File: src/rtl/aftab_csr_access_controller.sv
// Initiator side of the CSR register-bank port: sequences Zicsr read -> modify -> write.
// Define AFTAB_CSR_MIRROR_EN to redirect ustatus/uie/uip to their machine copies under a bit mask.
module aftab_csr_access_controller #(
    parameter int              len          = 32,
    parameter logic [len-1:0]  USTATUS_MASK = 32'h00000011,
    parameter logic [len-1:0]  UIE_MASK     = 32'h00000111,
    parameter logic [len-1:0]  UIP_MASK     = 32'h00000111
) (
    input  logic           clk_i,
    input  logic           rst_ni,
    input  logic           start_i,
    input  logic [2:0]     funct3_i,
    input  logic [11:0]    csrAddr_i,
    input  logic [len-1:0] rs1Data_i,
    input  logic [4:0]     srcField_i,
    input  logic [len-1:0] outRegBank_i,
    input  logic           mirrorUstatus_i,
    input  logic           mirrorUie_i,
    input  logic           mirrorUip_i,
    input  logic           mirror_i,
    output logic [11:0]    addressRegBank_o,
    output logic [len-1:0] inputRegBank_o,
    output logic           writeRegBank_o,
    output logic           busy_o,
    output logic           done_o,
    output logic [len-1:0] rdData_o,
    output logic           illegal_o
);

    typedef enum logic [1:0] {
        IDLE  = 2'b00,
        READ  = 2'b01,
        WRITE = 2'b10,
        DONE  = 2'b11
    } state_e;

    state_e         state_q, state_d;
    logic [1:0]     funct3_q;
    logic [11:0]    csrAddr_q;
    logic [len-1:0] operand_q;
    logic           srcZero_q;
    logic [len-1:0] old_q;
    logic [len-1:0] rdData_q;
    logic [len-1:0] inputRegBank_q;
    logic           illegal_q;

    logic [11:0]    effAddr;
    logic [len-1:0] modified;
    logic [len-1:0] newVal;
    logic [len-1:0] rdValue;
    logic           legal;
    logic           wrEn;
    logic           illegalNow;

`ifdef AFTAB_CSR_MIRROR_EN
    logic           mirror_q, mirrorUstatus_q, mirrorUie_q, mirrorUip_q;
    logic [len-1:0] mask;

    // Mirror decode comes from the bank while it still sees csrAddr in IDLE.
    always_ff @(posedge clk_i or negedge rst_ni) begin
        if (!rst_ni) begin
            mirror_q        <= 1'b0;
            mirrorUstatus_q <= 1'b0;
            mirrorUie_q     <= 1'b0;
            mirrorUip_q     <= 1'b0;
        end else if (state_q == IDLE && start_i) begin
            mirror_q        <= mirror_i;
            mirrorUstatus_q <= mirrorUstatus_i;
            mirrorUie_q     <= mirrorUie_i;
            mirrorUip_q     <= mirrorUip_i;
        end
    end

    always_comb begin
        mask = '1;
        if (mirrorUstatus_q)
            mask = USTATUS_MASK;
        else if (mirrorUie_q)
            mask = UIE_MASK;
        else if (mirrorUip_q)
            mask = UIP_MASK;
        effAddr = mirror_q ? (csrAddr_q | 12'h300) : csrAddr_q;
    end
`else
    logic unusedMirror;
    assign unusedMirror = ^{mirror_i, mirrorUstatus_i, mirrorUie_i, mirrorUip_i,
                            USTATUS_MASK, UIE_MASK, UIP_MASK};
    assign effAddr      = csrAddr_q;
`endif

    always_comb begin
        case (funct3_q)
            2'b10:   modified = old_q | operand_q;
            2'b11:   modified = old_q & ~operand_q;
            default: modified = operand_q;
        endcase
        newVal  = modified;
        rdValue = old_q;
`ifdef AFTAB_CSR_MIRROR_EN
        if (mirror_q) begin
            newVal  = (old_q & ~mask) | (modified & mask);
            rdValue = old_q & mask;
        end
`endif
        legal      = (funct3_q != 2'b00);
        // RS/RC with a zero source never write, so they may read read-only CSRs.
        wrEn       = legal && !(funct3_q[1] && srcZero_q);
        illegalNow = !legal || (csrAddr_q[11:10] == 2'b11 && wrEn);
    end

    always_comb begin
        state_d          = state_q;
        busy_o           = (state_q != IDLE);
        done_o           = (state_q == DONE);
        illegal_o        = (state_q == DONE) && illegal_q;
        writeRegBank_o   = 1'b0;
        inputRegBank_o   = inputRegBank_q;
        addressRegBank_o = effAddr;
        case (state_q)
            IDLE: begin
                addressRegBank_o = csrAddr_i;
                if (start_i)
                    state_d = READ;
            end
            READ:  state_d = WRITE;
            WRITE: begin
                writeRegBank_o = wrEn && !illegalNow;
                inputRegBank_o = newVal;
                state_d        = DONE;
            end
            DONE:    state_d = IDLE;
            default: state_d = IDLE;
        endcase
    end

    always_ff @(posedge clk_i or negedge rst_ni) begin
        if (!rst_ni) begin
            state_q        <= IDLE;
            funct3_q       <= 2'b00;
            csrAddr_q      <= 12'h000;
            operand_q      <= '0;
            srcZero_q      <= 1'b0;
            old_q          <= '0;
            rdData_q       <= '0;
            inputRegBank_q <= '0;
            illegal_q      <= 1'b0;
        end else begin
            state_q <= state_d;
            case (state_q)
                IDLE: begin
                    if (start_i) begin
                        funct3_q  <= funct3_i[1:0];
                        csrAddr_q <= csrAddr_i;
                        operand_q <= funct3_i[2] ? {{(len-5){1'b0}}, srcField_i} : rs1Data_i;
                        srcZero_q <= (srcField_i == 5'd0);
                    end
                end
                READ: old_q <= outRegBank_i;
                WRITE: begin
                    inputRegBank_q <= newVal;
                    rdData_q       <= rdValue;
                    illegal_q      <= illegalNow;
                end
                default: ;
            endcase
        end
    end

    assign rdData_o = rdData_q;

endmodule

File: config.mk
export PLATFORM = sky130hd
export DESIGN_NAME = aftab_csr_access_controller
export DESIGN_NICKNAME = d
export VERILOG_FILES = /design/src/rtl/aftab_csr_access_controller.sv
export SDC_FILE = /design/constraint.sdc
export NUM_CORES = 1
export LEC_CHECK = 0
export CORE_MARGIN = 2
export CORE_UTILIZATION = 53
export CTS_BUF_LIST = sky130_fd_sc_hd__clkbuf_4 sky130_fd_sc_hd__clkbuf_8 sky130_fd_sc_hd__clkbuf_16
export DETAILED_ROUTE_END_ITERATION = 16
export PLACE_DENSITY = 0.95
export SLEW_MARGIN = 20
export SYNTH_ARGS = -nofsm -noshare
export SYNTH_HDL_FRONTEND = slang
export SYNTH_SLANG_ARGS = --single-unit
export TNS_END_PERCENT = 30
File: constraint.sdc
create_clock -name clk_i -period 4.7 [get_ports clk_i]
set_clock_uncertainty 0.15 [all_clocks]
set_input_delay 0.47 -clock clk_i [delete_from_list [all_inputs] [get_ports clk_i]]
set_output_delay 0.47 -clock clk_i [all_outputs]
set_load 0.02 [all_outputs]
==> out/results.tsv, run 1 <==
stage	metric	value	unit
status	status	finished with violations	
status	violations	hold timing	
flow_run	maxCapViolCount	0	
synthesis	synth_commonest_cells	146 x dfrtp_1, 77 x mux2_2, 35 x a21oi_1	
synthesis	synth_top_family_by_area	multiplexers	
global_routing	grt.overflow.total	0	
cells_and_area	fillCellCount	749	
synthesis	syn_avg_cell_area	13.3	um^2
detailed_routing	drt_first_pass_iters	4	
setup_path	cp_data_required_time	4.08	ns
synthesis	synth_xor_area_share	0	%
pwr	powerDensity	833	nW/um^2
synthesis	ys_types	27	
synthesis	synth.area.mux_share	23.9	%
setup_path	cpPeakStageDelay	0.85	ns
synthesis	synthCells	485	
cells_and_area	antenna_cells	0	
synthesis	synth_top_cell_area_share	56.4	%
setup_path	worstPathMaxFanout	61	
global_routing	grt_max_degree	101	
clock_network	post_cts_resized	0	
cells_and_area	nNetsFinal	738	
setup_path	critPathTopFamily	adder cells	
detailed_routing	viasPerCell	5.43	
global_routing	grt_pass1_wl	23900	um
floorplanning	num_rows	40	
clock_network	ctsHoldBuffers	0	
floorplanning	start_util	54.1	%
global_routing	grt_pass1_vias	4786	
synthesis	synth-edff-count	0	
sta	max_freq	288	MHz
setup_path	crit_chain	inv_1 -> ha_4 -> mux2_2 -> clkdlybuf4s50_1	
synthesis	synth_adder_area_share	0.966	%
clock_network	cts_max_path_buffers	2	
synthesis	post-synth-top-area-cell	dfrtp_1	
clock_network	htree_levels	4	
floorplanning	die_w	115	um
place	routabilityCongestion	0.805	
sta	fin_tns_setup	0	ns
cells_and_area	drive_gt1_share	27.5	%
sta	relSlewSlack	30.7	%
detailed_routing	post-route-drc-count	0	
detailed_routing	ant_nets	0	
sta	rsz0062_at_grt	false	
cells_and_area	synthToLayoutAreaGrowth	35.6	%
synthesis	syn_nets	581	
clock_network	cts_tree	done	
pwr	ir_drop	488	uV
sta	worstMarginPinSlew	1.04	ns
pwr	leakage	0.00373	uW
detailed_routing	drt_iter0_markers	243	
setup_path	cp_slowest_cell	ha_4	
synthesis	synth-seq-area-share	56.4	%
setup_path	start_kind	register	
synthesis	ys.flop_type	dfrtp_1	
place	dpl.hpwl	9620	um
synthesis	synthSimpleGateAreaFrac	5.32	%
sta	drv_slew	0	
floorplanning	ios	171	
setup_path	path_class	reg -> out	
synthesis	synth_area	6470	um^2
clock_network	clkSlewWorstSetupHoldPaths	0.06	ns
hold_path	hold_path_class	in -> async	
clock_network	insertion_delay	0.42	ns
synthesis	async_flop_share	100	%
synthesis	synthTopCellsByArea	dfrtp_1 56%, mux2_2 13%, mux2_4 7.0%	
floorplanning	placeableCoreArea	12000	um^2
clock_network	clkSinkCount	146	
sta	hold_ws	-0.0165	ns
global_routing	grt_antenna_before_repair	0	
clock_network	cts_buffers	17	
clock_network	clockRootBuffer	clkbuf_16	
sta	hold_viol_final	6	
clock_network	cts_setup_buffers	0	
synthesis	ys_warn_count	0	
floorplanning	die_y	115	um
place	port_buffers	166	
sta	fin_crit_sh	74.0	%
setup_path	arrival	2.86	ns
setup_path	critPathBufInv	2	
detailed_routing	wl_per_cell	18.6	um
global_routing	grt_util_all_layers	23.8	%
cells_and_area	ff_latch_area	3650	um^2
setup_path	end_kind	output pin	
detailed_routing	totalWireLength	14900	um
sta	period_minus_slack	3.48	ns
synthesis	synth_most_common_cell	dfrtp_1	
synthesis	synth-seq-cells	146	
synthesis	synth_compound_area_share	9.82	%
sta	setup_violations	0	
detailed_routing	dr_total_vias	4352	
cells_and_area	multi_input_area	2610	um^2
floorplanning	die_area	13100	um^2
## metrics by stage
step,power [uW],utilization [%],std cells,setup slack [ns],instance area [um^2]
2_1_floorplan,4550,-,485,2.59,6470
3_5_place_dp,5880,68.2,770,1.63,8150
4_1_cts,7380,73.5,802,1.16,8790
3_3_place_gp,5720,68.2,770,1.68,8150
5_1_grt,7700,73.4,802,1.07,8780
6_report,7320,73.4,802,1.22,8780
## final cells by class
cell class | count | area share, %
Timing Repair Buffer | 171 | 19.3
Multi-Input combinational cell | 303 | 29.7
Inverter | 3 | 0.128
Sequential cell | 146 | 41.6
Tap cell | 147 | 2.09
Clock inverter | 11 | 1.80
Clock buffer | 21 | 5.40
## worst paths after layout
check                                  start                 to  slack, ns  cells past startpoint
max                               state_q[0]  inputRegBank_o[0]       1.22                      4
min                                   rst_ni        rdData_o[3]      -0.02                      1
max reg2reg                       state_q[0]      csrAddr_q[11]       1.82                      5
min reg2reg                inputRegBank_q[3]  inputRegBank_q[3]       0.34                      1
max in group asynchronous             rst_ni          old_q[12]       3.24                      2
min in group clk_i         inputRegBank_q[3]  inputRegBank_q[3]       0.34                      1
## registers in the layout, indices dropped and copies added (netlist names)
signal	count
csrAddr_q	12
funct3_q	2
illegal_q	1
inputRegBank_q	32
old_q	32
operand_q	32
rdData_o	32
srcZero_q	1
state_q	2
## routing by layer
layer	up-vias	GRT usage, %	wire length, um
li1	2010	-	-
met1	2165	28.7	6290
met2	145	39.8	7360
met3	32	7.09	875
met4	0	10.0	383
met5	-	0	0
## where the power goes
group | switching [uW] | internal, uW | total (uW)
Combinational | 1750 | 1860 | 3610
Sequential | 394 | 1880 | 2280
Clock | 502 | 930 | 1430
## placed cells by master (no fill, tap or decap), drive strengths merged
cell type / instances
clkdlybuf4s50: 164
dfrtp: 146
mux2: 123
a21oi: 65
nand2: 35
o21ai: 32
nand2b: 27
clkbuf: 21
buf: 7
clkinv: 6
mux2i: 5
ha: 5
bufinv: 4
inv: 3
nor3: 3
and2: 2
o2111a: 1
nor2b: 1
a22o: 1
o211ai: 1
nand3: 1
o211a: 1
clkinvlp: 1
## cell families after synthesis
group,count (synthesis)
flip-flops,146
multiplexers,128
AO/OA/AOI/OAI,101
AND/OR/NAND/NOR,69
buffers and inverters,36
adder cells (fa/ha/maj),5
No activity file was read; power rests on OpenSTA's default activity.
==> run 2, diff against run 1 <==
Settings changed: CORE_UTILIZATION 53 to 49, PLACE_DENSITY 0.95 to 0.92.
Clock period 4.7 ns to 3.3 ns, I/O delays scaled along.
==> out/results.tsv, run 2 (same netlist as run 1, synthesis figures left out) <==
stage	metric	value	unit	change
setup_path	cpPeakStageDelay	0.57	ns	-0.28 ns
clock_network	insertion_delay	0.41	ns	about the same
detailed_routing	dr_total_vias	4338		-0.32%
detailed_routing	top_layer_used	met4		
setup_path	rr_endpoint	csrAddr_q[1]		
pwr	ir_drop	744	uV	+53%
cells_and_area	final_common_cell	clkdlybuf4s50_1		
sta	relSlewSlack	36.9	%	+6.2 points
clock_network	clkSlewWorstSetupHoldPaths	0.06	ns	about the same
place	pre_cts_ws	0.647	ns	-0.984 ns
clock_network	cts_tree	done		
sta	worst_slack	0.210	ns	-1.01 ns
cells_and_area	synthToLayoutAreaGrowth	36.4	%	
setup_path	end_kind	output pin		
clock_network	post_cts_resized	0		unchanged
sta	worstMarginPinSlew	0.947	ns	-0.0929 ns
clock_network	clkSinkCount	146		unchanged
hold_path	hold_path_class	in -> reg		
sta	setup_violations	0		unchanged
setup_path	cp_data_required_time	2.82	ns	-1.26 ns
detailed_routing	viasPerCell	5.23		-3.7%
setup_path	crit_start	state_q[0]		
clock_network	cts_max_path_buffers	2		unchanged
clock_network	cts_buffers	17		unchanged
cells_and_area	final_cell_mix	165 x clkdlybuf4s50_1, 146 x dfrtp_1, 77 x mux2_2, 35 x a21oi_1, 34 x nand2_1		
place	port_buffers	166		unchanged
pwr	powerDensity	1160	nW/um^2	+39%
floorplanning	start_util	50.7	%	-3.4 points
setup_path	crit_path_end	inputRegBank_o[31]		
setup_path	crit_chain	inv_1 -> ha_4 -> buf_4 -> mux2_2 -> clkdlybuf4s50_1		
detailed_routing	drt_iter0_markers	218		-10%
floorplanning	die_area	14100	um^2	+7.9%
cells_and_area	nNetsFinal	742		+0.54%
detailed_routing	ant_nets	0		unchanged
global_routing	grt_pass1_vias	4743		-0.90%
floorplanning	ios	171		unchanged
detailed_routing	met2_length	7170	um	-2.6%
detailed_routing	wl_met3	765	um	-13%
setup_path	worstPathMaxFanout	16		-74%
status	status	completed		
cells_and_area	drive_gt1_share	27.5	%	about the same
cells_and_area	fillCellCount	853		+14%
setup_path	start_kind	register		
global_routing	grt.overflow.total	0		unchanged
global_routing	grt_util_all_layers	21.8	%	-2.0 points
setup_path	cp_slowest_cell	clkdlybuf4s50_1		
global_routing	grt_pass1_wl	24100	um	+1.0%
sta	rsz0062_at_grt	false		
sta	max_freq	324	MHz	
floorplanning	die_y	119	um	+3.9%
sta	fin_tns_setup	0	ns	unchanged
detailed_routing	totalWireLength	14500	um	-2.5%
setup_path	worst-r2r-setup-slack	1.08	ns	-0.74 ns
cells_and_area	multi_input_area	2610	um^2	unchanged
detailed_routing	drt_first_pass_iters	4		unchanged
detailed_routing	post-route-drc-count	0		unchanged
setup_path	arrival	2.61	ns	-0.25 ns
place	dpl.hpwl	9830	um	+2.3%
pwr	leakage	0.00373	uW	about the same
sta	period_minus_slack	3.09	ns	
clock_network	htree_levels	4		unchanged
detailed_routing	wl_per_cell	17.5	um	-5.8%
setup_path	path_class	reg -> out		
cells_and_area	antenna_cells	0		unchanged
global_routing	grt_antenna_before_repair	0		unchanged
place	routabilityCongestion	0.756		-6.0%
flow_run	maxCapViolCount	0		unchanged
detailed_routing	drt-met1-wl	6360	um	+1.0%
global_routing	grt_max_degree	80		-21%
sta	hold_viol_final	0		-6
sta	drv_slew	0		unchanged
setup_path	r2r-start	state_q[0]		
clock_network	clockRootBuffer	clkbuf_16		
sta	fin_crit_sh	93.6	%	
floorplanning	placeableCoreArea	12800	um^2	+6.8%
floorplanning	num_rows	41		+2.5%
setup_path	reg2reg_depth	5		unchanged
cells_and_area	ff_latch_area	3650	um^2	unchanged
floorplanning	die_w	119	um	+3.9%
hold_path	holdPathStages	3		
run 2: changes by cell type in the layout (fill, tap and decap cells not counted), sizes merged:
cell,delta
clkinv,-1
dlygate4sd3,+1
clkinvlp,+2
clkdlybuf4s50,+1
buf,+2
bufinv,-2
run 2: worst max-delay path: cells and delay by family, from the launching register on:
family | cells | cell delay [ns]
fa+ha+maj | 1 | 0.33
buf+inv | 3 | 1.06
flops | 1 | 0.41
mux | 1 | 0.37
run 2: how the worst min path moves through the flow:
stage	start	endpoint	slack [ns]
2_1_floorplan	rst_ni	csrAddr_q[0]	-0.12
3_3_place_gp	rst_ni	csrAddr_q[4]	0.25
3_5_place_dp	rst_ni	csrAddr_q[4]	0.26
4_1_cts	rs1Data_i[15]	operand_q[15]	0.32
5_1_grt	rs1Data_i[31]	operand_q[31]	0.35
6_report	rs1Data_i[31]	operand_q[31]	0.33
run 2: layout make-up:
| type | instances | share of cell area, % |
|---|---|---|
| clock buffer | 21 | 5.44 |
| sequential | 146 | 41.4 |
| multi-input combinational | 303 | 29.5 |
| tap | 172 | 2.44 |
| inverter | 3 | 0.128 |
| timing repair buffer | 175 | 19.9 |
| clock inverter | 10 | 1.22 |
run 2: report_power, final:
group	internal (uW)	total [uW]	switching, uW
combinational	2670	5120	2450
clock	1180	1890	711
sequential	2680	3230	549
run 2: routing by layer:
metal	track usage (%)	vias up
met2	36.1	136
met5	0	-
met4	7.96	0
li1	-	2018
met3	6.18	18
met1	27.4	2166
run 2: through the flow:
step | std cells | area [um^2] | util (%) | hold WS [ns] | power (uW)
after floorplan | 485 | 6470 | - | -0.116 | 6480
after global routing | 830 | 8830 | 69.1 | 0.347 | 10800
after CTS | 830 | 8830 | 69.1 | 0.318 | 10300
after detailed placement | 798 | 8230 | 64.5 | 0.260 | 8380
after global placement | 798 | 8230 | 64.5 | 0.247 | 8170
final | 830 | 8830 | 69.1 | 0.333 | 10200
run 2: timing repair:
item	4_1_cts	5_1_grt
endpoints found under the setup margin	0	0
hold buffers	1	0
hold endpoints to repair	78	0
setup buffers	0	0
==> patch: new RTL, config.mk and constraints of run 2 <==
Re-encode `state_e` (4 states) as one-hot, 4 bits wide.
--- a/src/rtl/aftab_csr_access_controller.sv
+++ b/src/rtl/aftab_csr_access_controller.sv
@@ -28,9 +28,9 @@
 );
 
-    typedef enum logic [1:0] {
-        IDLE  = 2'b00,
-        READ  = 2'b01,
-        WRITE = 2'b10,
-        DONE  = 2'b11
+    typedef enum logic [3:0] {
+        IDLE  = 4'b0001,
+        READ  = 4'b0010,
+        WRITE = 4'b0100,
+        DONE  = 4'b1000
     } state_e;
 
Function: no difference found for any inputs over 10 cycles, from zero or initial values and one cycle with rst_ni low; not proved beyond that.
==> patch against run 2 <==
  * Synthesized cell count increased by 7.4%
  * Largest cell class unchanged
  * Worst setup slack got worse by 0.11 ns
  * Wire length up 9.2%
  * Sequential cell count grew 2
  * Design area decreased by 0.95%
  * Register-to-register slack got worse by 0.20 ns
  * Power fell by 22%
  * Final cell count increased by 4.9%
  * Largest power group unchanged
  * Critical path type unchanged
  * Synthesized area shrank 3.2%
==> patch: results <==
set metrics [dict create \
    status "finished clean" \
    p_int_w 0.00528 \
    rr_endpoint "csrAddr_q[4]$_DFFE_PN0P_" \
    yosysUniqueCellTypes 29 \
    grt_pass1_wl_um 24800 \
    synth_area_leaders "dfrtp_1, mux2_2, nand2_1, a211oi_1, a21o_1" \
    routed-wl-met2_um 8260 \
    place_congestion 0.806 \
    crit_start "state_q[3]$_DFFE_PN0P_" \
    min_to "inputRegBank_q[5]$_DFF_PN0_" \
    slowest_stage "or4b_4" \
    cts_buffer_depth 2 \
    fin_nets 779 \
    grt_use_total_pct 24.1 \
    timing.rr.start "state_q[0]$_DFFE_PN1P_" \
    viasPerCell 5.45 \
    cts_resized 1 \
    grt_pass1_vias 4983 \
    drt-met1-wl_um 6300 \
    place_hpwl_um 10400 \
    use_met1_pct 28.2 \
    nFillCells 840 \
    cp_max_fo 27 \
    grt_use_met3_pct 7.16 \
    drive_gt1_share_pct 19.9 \
    cts_setup_buffers 1 \
    slew_headroom_pct 49.2 \
    grt_max_degree 86 \
    drt_iter0_drc 473 \
    synthTopCellsByCount "dfrtp_1, nand2_1, mux2_2, a21oi_1" \
    endpoint "inputRegBank_o[3]" \
    pg_clk_w 0.00180 \
    worstHoldPathType "reg2reg" \
    comb-power_w 0.00314 \
    ir_worst_vdd_mv 0.626 \
    placed_area_mm2 0.00812 \
    reg2reg_slack_ns 0.88 \
    slowest_delay_ns 0.62 \
    syn_nets 612 \
    p_leak_nw 4.27 \
    finalWirelength_um 15900 \
    min_from "inputRegBank_q[5]$_DFF_PN0_" \
    met2_usage_pct 41.7 \
]
-- patch: cell type report --
cell class	count	share of cell area (%)
Sequential cell	148	42.4
Inverter	2	0.0858
Multi-Input combinational cell	337	27.4
Clock buffer	27	6.22
Tap cell	172	2.46
Timing Repair Buffer	182	21.2
Clock inverter	3	0.200
-- patch: per-stage QoR --
step / cells / utilization, % / hold WS [ns] / power (W) / setup WS, ns
floorplan: 521 / - / -0.116 / 0.00485 / 0.955
global placement: 838 / 64.6 / 0.271 / 0.00605 / 0.412
detailed placement: 838 / 64.6 / 0.285 / 0.00621 / 0.342
CTS: 871 / 69.3 / 0.323 / 0.00805 / 0.0140
global route: 871 / 69.6 / 0.333 / 0.00839 / 0.00707
finish: 871 / 69.6 / 0.320 / 0.00798 / 0.0966
-- patch: cells by family after synthesis --
family	count (synthesis)	share of synthesized area, %
mux	91	16.4
compound gates	108	11.2
simple gates	137	10.3
flops	148	59.1
buf+inv	37	2.92
